$ cat src/rtl/serial_adder.sv
// Multi-cycle adder/subtractor reusing one BITS_PER_CYCLE-wide slice across WIDTH bits, LSB slice first.
// Optional signed-overflow output is enabled by defining SERIAL_ADDER_OVF_EN.
module serial_adder #(
   parameter int WIDTH          = 8,
   parameter int BITS_PER_CYCLE = 1
) (
   input  logic             clk,
   input  logic             rst,
   input  logic             start,
   input  logic [WIDTH-1:0] a,
   input  logic [WIDTH-1:0] b,
   input  logic             cin,
   input  logic             sub,
   output logic             busy,
   output logic             done,
   output logic [WIDTH-1:0] sum,
   output logic             cout
`ifdef SERIAL_ADDER_OVF_EN
   ,
   output logic             ovf
`endif
);

   localparam int BPC = BITS_PER_CYCLE;
   localparam int N   = (BPC > 0) ? WIDTH / BPC : 1;
   localparam int CW  = (N > 1) ? $clog2(N) : 1;

   generate
      if (WIDTH < 1 || BPC < 1 || (WIDTH % BPC) != 0) begin : g_bad_cfg
         $error("serial_adder: BITS_PER_CYCLE must be >= 1 and divide WIDTH exactly");
      end
   endgenerate

   typedef enum logic {IDLE, RUN} state_t;

   state_t           state_q, state_d;
   logic [WIDTH-1:0] a_q, a_d;
   logic [WIDTH-1:0] b_q, b_d;
   logic             carry_q, carry_d;
   logic [CW-1:0]    cnt_q, cnt_d;
   logic [WIDTH-1:0] sum_q, sum_d;
   logic             cout_q, cout_d;
   logic             done_q, done_d;
   logic [BPC:0]     slice;
   logic [WIDTH-1:0] result;
   logic             last;

   assign slice = {1'b0, a_q[BPC-1:0]} + {1'b0, b_q[BPC-1:0]} + {{BPC{1'b0}}, carry_q};
   assign last  = (cnt_q == CW'(N - 1));

   // result holds the newest slice on top of all earlier slices; on the last slice it is the full sum
   generate
      if (N > 1) begin : g_psum
         logic [WIDTH-BPC-1:0] psum_q;
         always_ff @(posedge clk) begin
            if (state_q == RUN) psum_q <= result[WIDTH-1:BPC];
         end
         assign result = {slice[BPC-1:0], psum_q};
      end else begin : g_nopsum
         assign result = slice[BPC-1:0];
      end
   endgenerate

   always_comb begin
      state_d = state_q;
      a_d     = a_q;
      b_d     = b_q;
      carry_d = carry_q;
      cnt_d   = cnt_q;
      sum_d   = sum_q;
      cout_d  = cout_q;
      done_d  = 1'b0;
      case (state_q)
         IDLE: begin
            if (start) begin
               a_d     = a;
               b_d     = sub ? ~b : b;
               carry_d = cin ^ sub;
               cnt_d   = '0;
               state_d = RUN;
            end
         end
         RUN: begin
            a_d     = a_q >> BPC;
            b_d     = b_q >> BPC;
            carry_d = slice[BPC];
            cnt_d   = cnt_q + CW'(1);
            if (last) begin
               sum_d   = result;
               cout_d  = slice[BPC];
               done_d  = 1'b1;
               state_d = IDLE;
            end
         end
         default: state_d = IDLE;
      endcase
   end

   always_ff @(posedge clk) begin
      if (rst) begin
         state_q <= IDLE;
         sum_q   <= '0;
         cout_q  <= 1'b0;
         done_q  <= 1'b0;
      end else begin
         state_q <= state_d;
         sum_q   <= sum_d;
         cout_q  <= cout_d;
         done_q  <= done_d;
      end
   end

   always_ff @(posedge clk) begin
      a_q     <= a_d;
      b_q     <= b_d;
      carry_q <= carry_d;
      cnt_q   <= cnt_d;
   end

`ifdef SERIAL_ADDER_OVF_EN
   // Carry into the MSB is recovered from the MSB's sum bit and its two operand bits
   logic ovf_q, ovf_d;
   always_comb begin
      ovf_d = ovf_q;
      if (state_q == RUN && last)
         ovf_d = (slice[BPC-1] ^ a_q[BPC-1] ^ b_q[BPC-1]) ^ slice[BPC];
   end
   always_ff @(posedge clk) begin
      if (rst) ovf_q <= 1'b0;
      else     ovf_q <= ovf_d;
   end
   assign ovf = ovf_q;
`endif

   assign busy = (state_q == RUN);
   assign done = done_q;
   assign sum  = sum_q;
   assign cout = cout_q;

endmodule

$ cat config.mk
export PLATFORM = sky130hd
export DESIGN_NAME = serial_adder
export DESIGN_NICKNAME = d
export VERILOG_FILES = /design/src/rtl/serial_adder.sv
export SDC_FILE = /design/constraint.sdc
export NUM_CORES = 1
export LEC_CHECK = 0
export CORE_ASPECT_RATIO = 0.9
export CORE_MARGIN = 2
export CORE_UTILIZATION = 52
export DETAILED_ROUTE_END_ITERATION = 10
export GPL_ROUTABILITY_DRIVEN = 1
export GPL_TIMING_DRIVEN = 0
export PLACE_DENSITY = 0.8
export SLEW_MARGIN = 30
export SYNTH_ARGS = -nofsm -noshare
export SYNTH_HDL_FRONTEND = slang
export SYNTH_SLANG_ARGS = --single-unit
$ cat constraint.sdc
create_clock -name clk -period 2.1 [get_ports clk]
set_input_delay 0.63 -clock clk [delete_from_list [all_inputs] [get_ports clk]]
set_output_delay 0.63 -clock clk [all_outputs]
set_load 0.05 [all_outputs]
# Word-level counts from Yosys, hierarchy flattened
# Cells that the tools add are included.
# totals
reg_bits	38
input_bits	21
output_inout_bits	11
wordCells	32
# op_classes
n_addsub	3
n_eq_ne	2
mux	13
bitwise_logic	3
n_reduce_logical	2
# op_table
operator	count
$pmux W8 S2	2
$mux W8	3
$not A8 Y8	1
$pmux W3 S2	1
$mux W1	4
$pmux W1 S2	2
$add A3 B1 Y3 const B	1
$eq A3 B3 Y1 const B	1
$mux W3	1
$add A1 B1 Y2	1
$add A2 B1 Y2	1
$ne A2 B2 Y1 const B	1
$reduce_and A2 Y1	1
$reduce_or A2 Y1	1
$not A1 Y1	1
$xor A1 B1 Y1	1

# Logic depth before layout (Yosys ltp)
# depth
word_depth	4
depth_mapped	5

# Worst setup path after synthesis
# No wires, ideal clock.
# synth_timing
path_kind	reg2reg
start	register state_q, in the netlist busy
end	register a_q[0], enable pin
setup_time_ps	346
arrival_time_ps	1401
setup_slack_ps	353
stages_incl_launch_ff	3
path_cell_list	dfxtp_1 > buf_6 > or2_2
# synth_between
elab_chain_len	2
# synth_rtl
element	line_no	rtl
from (decl)	36	state_t state_q, state_d;
from (signal assigned)	106	state_q <= state_d;
$not A1 Y1	n/a	
$ne A2 B2 Y1 (no line)	n/a	
to (signal assigned)	114	a_q <= a_d;
to (decl)	37	logic [WIDTH-1:0] a_q, a_d;
# Every way passes these cells.
# A chain may end at the register's enable or synchronous reset.

# Worst setup path in the final report
# layout_timing
start	register state_q, in the netlist busy
end	output busy
# layout_rtl
element	line_no	rtl
to (decl)	14	output logic busy,
# No word-level cell between the ends.

==> flow_results.org <==
** Timing
- Remaining max-slew budget at the tightest pin :: 67.00%
- Count of final setup violators :: 0
- Final worst path period share :: 90.64%
- The hold violation count in the final report was 0.
- For the pin with the worst max-slew slack, the measured transition is 0.4941 ns.
- For the finished layout, the period the worst path requires is 1.903 ns.
- For the final routed database, the setup TNS stands at 0 ns.
- Final clock skew :: 0.007914 ns
- Setup slack closes at 0.1965 ns.
- Highest clock rate :: 525.4 MHz
- Slew Limit Fails :: 0
- Setup repair after global routing missed its margin :: no

** Finish
- Antenna Cells :: 0
- Layout Nets :: 181
- Once layout is complete, the utilization of the core stands at 66.93%.
- Post-route design area :: 0.002021 mm²
- Relative to the synthesized area, the layout overhead comes to 24.71%.
- Filler cell count :: 249
- Cells with a size suffix above 1 make up 23.42% of the layout.

** Placement
- HPWL after detailed placement :: 1.925 mm
- In this run the cell area measured after placement is 0.001973 mm².
- Prior to clock tree synthesis, the placed netlist has a worst setup slack of -0.08267 ns.
- Routability congestion estimate from global placement :: 0.7745
- The count of buffers added on input and output ports is 30.

** Global route
- Largest net degree at the start of global routing :: 21
- Summed over all layers, the global routing overflow is 0.
- Antenna violations before repair :: 0
- Vias in the first global route :: 981
- The first global-routing pass estimated 4.422 mm of wire.
- Overall global routing resource usage :: 16.29%

** Setup path
- Startpoint kind of the worst setup timing path :: flip-flop
- Counting both buffers and inverters, the worst setup path holds a total of 1.
- The critical path is of the flip-flop to output pin type.
- Crit path max-delay family :: flip-flops
- Critical path startpoint :: busy
- Max incr delay on CP :: 0.52 ns
- Along the worst path, the maximum fanout reaches 13.
- Data on the critical path arrives at its endpoint at 1.27 ns.
- The slowest stage of the critical path is the dfxtp_2 cell.
- In this run the critical register-to-register path is launched from busy.
- The critical path goes through clkdlybuf4s15_2.
- Data required, critical path :: 1.47 ns
- STA classifies the critical path endpoint as an output pin.

** Logic synthesis
- Synthesized area per cell :: 13.50 µm²
- Yosys printed 0 warnings.
- Cell count after synthesis :: 120
- For this run, the register share of the synthesized area comes to 63.63%.
- Among all flip-flop cells after synthesis, the most frequent one is edfxtp_1.
- The synthesized netlist occupies a cell area of 0.001620 mm².
- Number of storage elements in the synthesis netlist :: 38
- Number of enable-type register cells in the synthesized netlist :: 27
- The number of nets handed over by synthesis was 144.
- Fraction of registers with async set/reset :: 0%
- Distinct cell type count after synthesis :: 23

** CTS
- The clock tree synthesis step divided the H-tree into 2 levels.
- Clock Latency Late Sink :: 0.33 ns
- The clock drives 38 sinks.
- In this run the clock root is driven by a clkbuf_4.
- TritonCTS built the clock tree.
- After clock tree synthesis, the clock-pin slew on the worst setup and hold paths is 0.11 ns.
- Number of buffers on the longest clock path :: 2
- In this run, CTS created clock tree buffers numbering 5.

** Power
- Overall power :: 1.455 mW
- Switching part of the total :: 23.87%
- Total net switching power :: 0.3474 mW
- Internal power :: 1.108 mW
- IR analysis of the VDD net gives a maximum drop of 0.0004147 V.
- Combinational share of power :: 13.0%
- In this run the static leakage power is 0.7746 nW.
- Clock share of power :: 24.2%
- Power per cell area :: 720.1 mW/mm²
- In this run, flip-flops and latches consume 62.8% of the power.

** Routing
- The routed layout has 992 vias.
- In the final routed layout, each cell accounts on average for 12.94 µm.
- Detailed-routing iteration count for the pre-antenna-repair pass :: 4
- Detailed-route vias per instance :: 4.960
- In the routed design, unresolved DRC markers number 0.
- Count of routing violations after the opening detailed-route iteration :: 51
- Summed over all layers, the routed wires come to 2.587 mm.
- The detail route stage leaves a number of antenna-violating nets equal to 0.

** Floorplan
- From left edge to right edge, the die measures 62.84 µm.
- Placeable core region :: 0.003019 mm²
- Std cell rows :: 19
- The die is 56.96 µm tall.
- The floorplan step defined a die boundary enclosing 0.003579 mm².
- Top-Level Pins :: 32
- Once the floorplan was initialized, standard cells occupied 53.67% of the core.

** Flow run
- Across the run, the number of max-cap violations was 0.

** Hold path
- Hold Path Class :: flip-flop to flip-flop
- Min-Delay Startpoint :: g_psum.psum_q[5]

** Status
- Result of the run :: finished, final reports clean
-- through the flow --
| stage | cells | hold WS [ns] |
|---|---|---|
| after floorplan | 120 | 0.4260 |
| after CTS | 200 | 0.4664 |
| after global routing | 200 | 0.4730 |
| final | 200 | 0.4646 |
| after detailed placement | 192 | 0.4401 |
| after global placement | 192 | 0.4323 |
-- sequential cells by signal, summed over array words and instances (netlist names) --
signal and flops:
carry_q 1, busy 1, sum 8, a_q 8
g_psum.psum_q 7, cnt_q 3, done 1, b_q 8
cout 1
-- worst paths after layout --
check / endpoint / slack [ns] / cells after the start
setup reg to reg: carry_q / 0.63 / 2
hold / removal: g_psum.psum_q[4] / 0.46 / 0
setup / recovery: busy / 0.20 / 1
hold reg to reg: g_psum.psum_q[4] / 0.46 / 0
-- power groups by stage --
stage / clock network (mW) / registers [mW] / logic, mW
final: 0.352 / 0.913 / 0.189
after global routing: 0.400 / 0.921 / 0.210
after CTS: 0.362 / 0.915 / 0.193
after detailed placement: 0 / 0.931 / 0.194
after global placement: 0 / 0.927 / 0.186
after floorplan: 0 / 0.932 / 0.112
-- layer usage --
metal	wire, µm	up-vias	part of all wire, %	GRT usage, %
met2	1280	29	49	27.19
met5	0	-	0	0
li1	-	498	-	-
met3	131	5	5.1	5.128
met1	1145	460	44	19.57
met4	29	0	1.1	7.619
-- kinds of logic (layout without fill, tap and decap cells) --
| logic type | Yosys count | in the layout | synth area share [%] |
|---|---|---|---|
| flops | 38 | 38 | 63.63 |
| simple gates | 27 | 27 | 8.340 |
| mux | 7 | 7 | 4.865 |
| buf+inv | 9 | 47 | 4.169 |
| xor+xnor | 9 | 9 | 4.865 |
| fa+ha+maj | 3 | 3 | 2.780 |
| compound gates | 27 | 27 | 11.35 |
-- area by class of cell --
type / instances / area, µm² / share of cell area (%)
flip-flops and latches: 38 / 1032 / 51.08
multi-input cells: 73 / 521.8 / 25.82
clock buffers: 5 / 37.54 / 1.858
repair buffers: 30 / 292.8 / 14.49
plain buffers: 9 / 67.56 / 3.344
clock inverters: 3 / 16.27 / 0.8050
well taps: 42 / 52.55 / 2.601
-- timing repair --
| item | 4_1_cts | 5_1_grt |
|---|---|---|
| setup buffers | 0 | 0 |
| gates resized for setup | 13 | 1 |
| endpoints found under the setup margin | 10 | 1 |
| hold buffers | 0 | 0 |
-- cells in the final DEF (no fill, tap or decap), types with 2 or more instances in the layout --
| cell | instances |
|---|---|
| nand3_1 | 9 |
| buf_6 | 3 |
| clkbuf_4 | 5 |
| clkdlybuf4s50_1 | 19 |
| edfxtp_1 | 27 |
| nand2b_1 | 2 |
| and2_1 | 2 |
| a21bo_2 | 9 |
| a21oi_1 | 9 |
| o21ai_0 | 8 |
| dlygate4sd2_1 | 9 |
| buf_4 | 2 |
| xnor2_1 | 9 |
| nor2b_1 | 2 |
| buf_2 | 3 |
| mux2_2 | 7 |
| dfxtp_1 | 10 |
| nand2_1 | 8 |
| ha_1 | 2 |
-- synthesized netlist by cell type (3+ instances only) --
cell / n / area share (%)
edfxtp_1: 27 / 50
dfxtp_1: 11 / 14
a21bo_2: 9 / 5.6
a21oi_1: 9 / 2.8
nand3_1: 9 / 2.8
xnor2_1: 9 / 4.9
nand2_1: 8 / 1.9
o21ai_0: 8 / 2.5
mux2_2: 7 / 4.9
buf_2: 3 / 0.93
buf_6: 3 / 2.1
Power figures use the tool's default switching activity.
==> patch: new RTL, same settings <==
The option `SERIAL_ADDER_OVF_EN` is turned on by a define.
--- a/src/rtl/serial_adder.sv
+++ b/src/rtl/serial_adder.sv
@@ -2,2 +2,4 @@
 // Optional signed-overflow output is enabled by defining SERIAL_ADDER_OVF_EN.
+`define SERIAL_ADDER_OVF_EN
+
 module serial_adder #(
Formal check against the unedited RTL (old outputs only; new: ovf): equivalent (equiv_simple and equiv_induct, registers matched by name and starting in step).
==> patch against the unedited design <==
- synthesized area down 2.9%
- cell count is 1.5% higher
- critical path depth is the same
- via count rose by 3.0%
- cell area down 2.0%
- utilization up 3.4 points
- sequential cell count up 1
- wire length rose by 4.9%
- critical path type unchanged
- setup slack improved by 0.00098 ns
- die area down 2.7%
- power rose by 4.0%
- count of clock-buffer cells in the layout did not move
==> patch: results (changes against the unedited design) <==
stage;metric;value;unit;change
grt;antenna_found_initial;0;;unchanged
clock_network;cts_root_buf;clkbuf_4;;
synth;synth_common_cells;nand2_1, edfxtp_1, dfxtp_1, xnor2_1, a21oi_1;;
grt;grt_util_all_layers;0.1832;;+0.02029
route;wirelength;2.713;mm;+4.9%
route;drtIter0Drc;74;;+45%
synth;ys.flop_type;edfxtp_1;;
clock_network;clock_latency;0.35;ns;+0.02 ns
route;viasPerCell;5.034;;+1.5%
place;place_hpwl;1.913;mm;-0.62%
sta;hold_viol_final;0;;unchanged
status;status;complete, no violations;;
synth;synth_cell_types;19;;-17%
worst_hold_path;hp-class;reg -> reg;;
synth;syn-num-nets;148;;+2.8%
final_layout;drive_gt1_frac;0.1043;;-0.1299
power;ir_worst_vdd;502.5;uV;+21%
synth;synth_area_leaders;edfxtp_1, dfxtp_1, nand2_1;;
setup_path;crit_slowest_cell;dfxtp_2;;
clock_network;cts_inserted_buffers;5;;unchanged
place;port_buffers;31;;+3.3%
clock_network;cts_max_level;2;;unchanged
final_layout;n_fill_cell;217;;-13%
final_layout;diodes;0;;unchanged
sta;final.setup_skew;0.007357;ns;-0.0005577 ns
synth;async_reset_ff_frac;0;;unchanged
grt;grt_pass1_vias;1022;;+4.2%
grt;grt_max_degree;22;;+4.8%
setup_path;critical_path.max_fanout;12;;-1
route;dr.pass1.iters;4;;unchanged
place;gp_congestion;0.7220;;-6.8%
sta;whs;0.4631;ns;-0.001524 ns
synth;yosysSeqAreaShare;0.6677;;+0.03143
setup_path;ff2ff_setup_slack;0.39;ns;-0.24 ns
clock_network;clk_path_buf_depth;2;;unchanged
setup_path;cp.arrival;1.27;ns;about the same
sta;worst_pin_slew;0.4887;ns;-0.005424 ns
final_layout;fin_nets;186;;+2.8%
grt;grt_pass1_wl;4.512;mm;+2.0%
synth;ys_warn_count;0;;unchanged
synth;synth_edf_count;27;;unchanged
setup_path;cp_slowest_stage_delay;0.50;ns;-0.02 ns
power;p_leak;0.7474;nW;-3.5%
clock_network;cts.clk_slew.worst_paths;0.12;ns;
setup_path;path_delay_family;flip-flops;;
[patch: cell count changes after synthesis, sizes merged]
cell and delta:
nand2 +19, and2 +1, nor2 +2, a211oi +1
clkbuf +2, nand3 -9, xor2 +2, a21bo -9
xnor2 +1, buf -4, dfxtp +1, nand2b -2
a21oi -1
[patch: final cells by class]
cell class	count	share of cell area
Clock buffer	5	0.01896
Tap cell	40	0.02528
Clock inverter	3	0.009482
Buffer	7	0.01580
Sequential cell	39	0.5316
Timing Repair Buffer	31	0.1504
Multi-Input combinational cell	78	0.2484
[patch: metal layers]
metal,wire length [um],GRT usage,up-vias
met5,0,0,-
met4,46,0.06383,0
met3,167,0.08140,6
met2,1382,0.2872,31
met1,1116,0.2190,486
li1,-,-,499
[patch: cell families (layout without fill, tap and decap cells)]
family	after synthesis	in the layout	share of synthesized area
AO/OA/AOI/OAI	18	18	0.06200
XOR/XNOR	12	12	0.07154
adder cells (fa/ha/maj)	3	3	0.02861
buffers and inverters	7	46	0.01987
flip-flops	39	39	0.6677
multiplexers	7	7	0.05008
AND/OR/NAND/NOR	38	38	0.1002
[patch: repair_timing]
item,in CTS,in global routing
endpoints found under the setup margin,12,22
resized for setup,14,2
setup buffers,0,0
cloned,0,0
hold endpoints to repair,0,0
[patch: worst register-to-register path: stages, from the launching register on]
cell,delay [ns]
edfxtp_1,0.48
fa_1,0.64
xor2_1,0.19
xnor2_1,0.12
a211oi_2,0.21
[patch: through the flow]
stage	util	worst slack, ns	cell area [um2]	power, W	std cells
final	0.7031	0.1975	1979	0.001513	203
after global routing	0.7031	0.1143	1979	0.001587	203
after CTS	0.7027	0.01230	1978	0.001520	203
after detailed placement	0.6871	-0.04019	1934	0.001145	195
after global placement	0.6871	-0.04692	1934	0.001134	195
after floorplan	-	0.05377	1574	0.001066	124
[patch: power breakdown]
| group | leakage (nW) | switching, W | internal (W) |
|---|---|---|---|
| Combinational | 0.347 | 0.0000995 | 0.0000981 |
| Clock | 0.0315 | 0.000256 | 0.000129 |
| Sequential | 0.369 | 0.0000308 | 0.000899 |
[patch: worst paths after layout]
path	startpoint	end	cells past startpoint
hold reg to reg	g_psum.psum_q[5]$_DFFE_PP_	g_psum.psum_q[4]$_DFFE_PP_	0
setup / recovery	busy$_SDFF_PP0_	busy	1
setup reg to reg	a_q[0]$_DFFE_PP_	ovf$_SDFFE_PP0P_	4
hold / removal	g_psum.psum_q[5]$_DFFE_PP_	g_psum.psum_q[4]$_DFFE_PP_	0
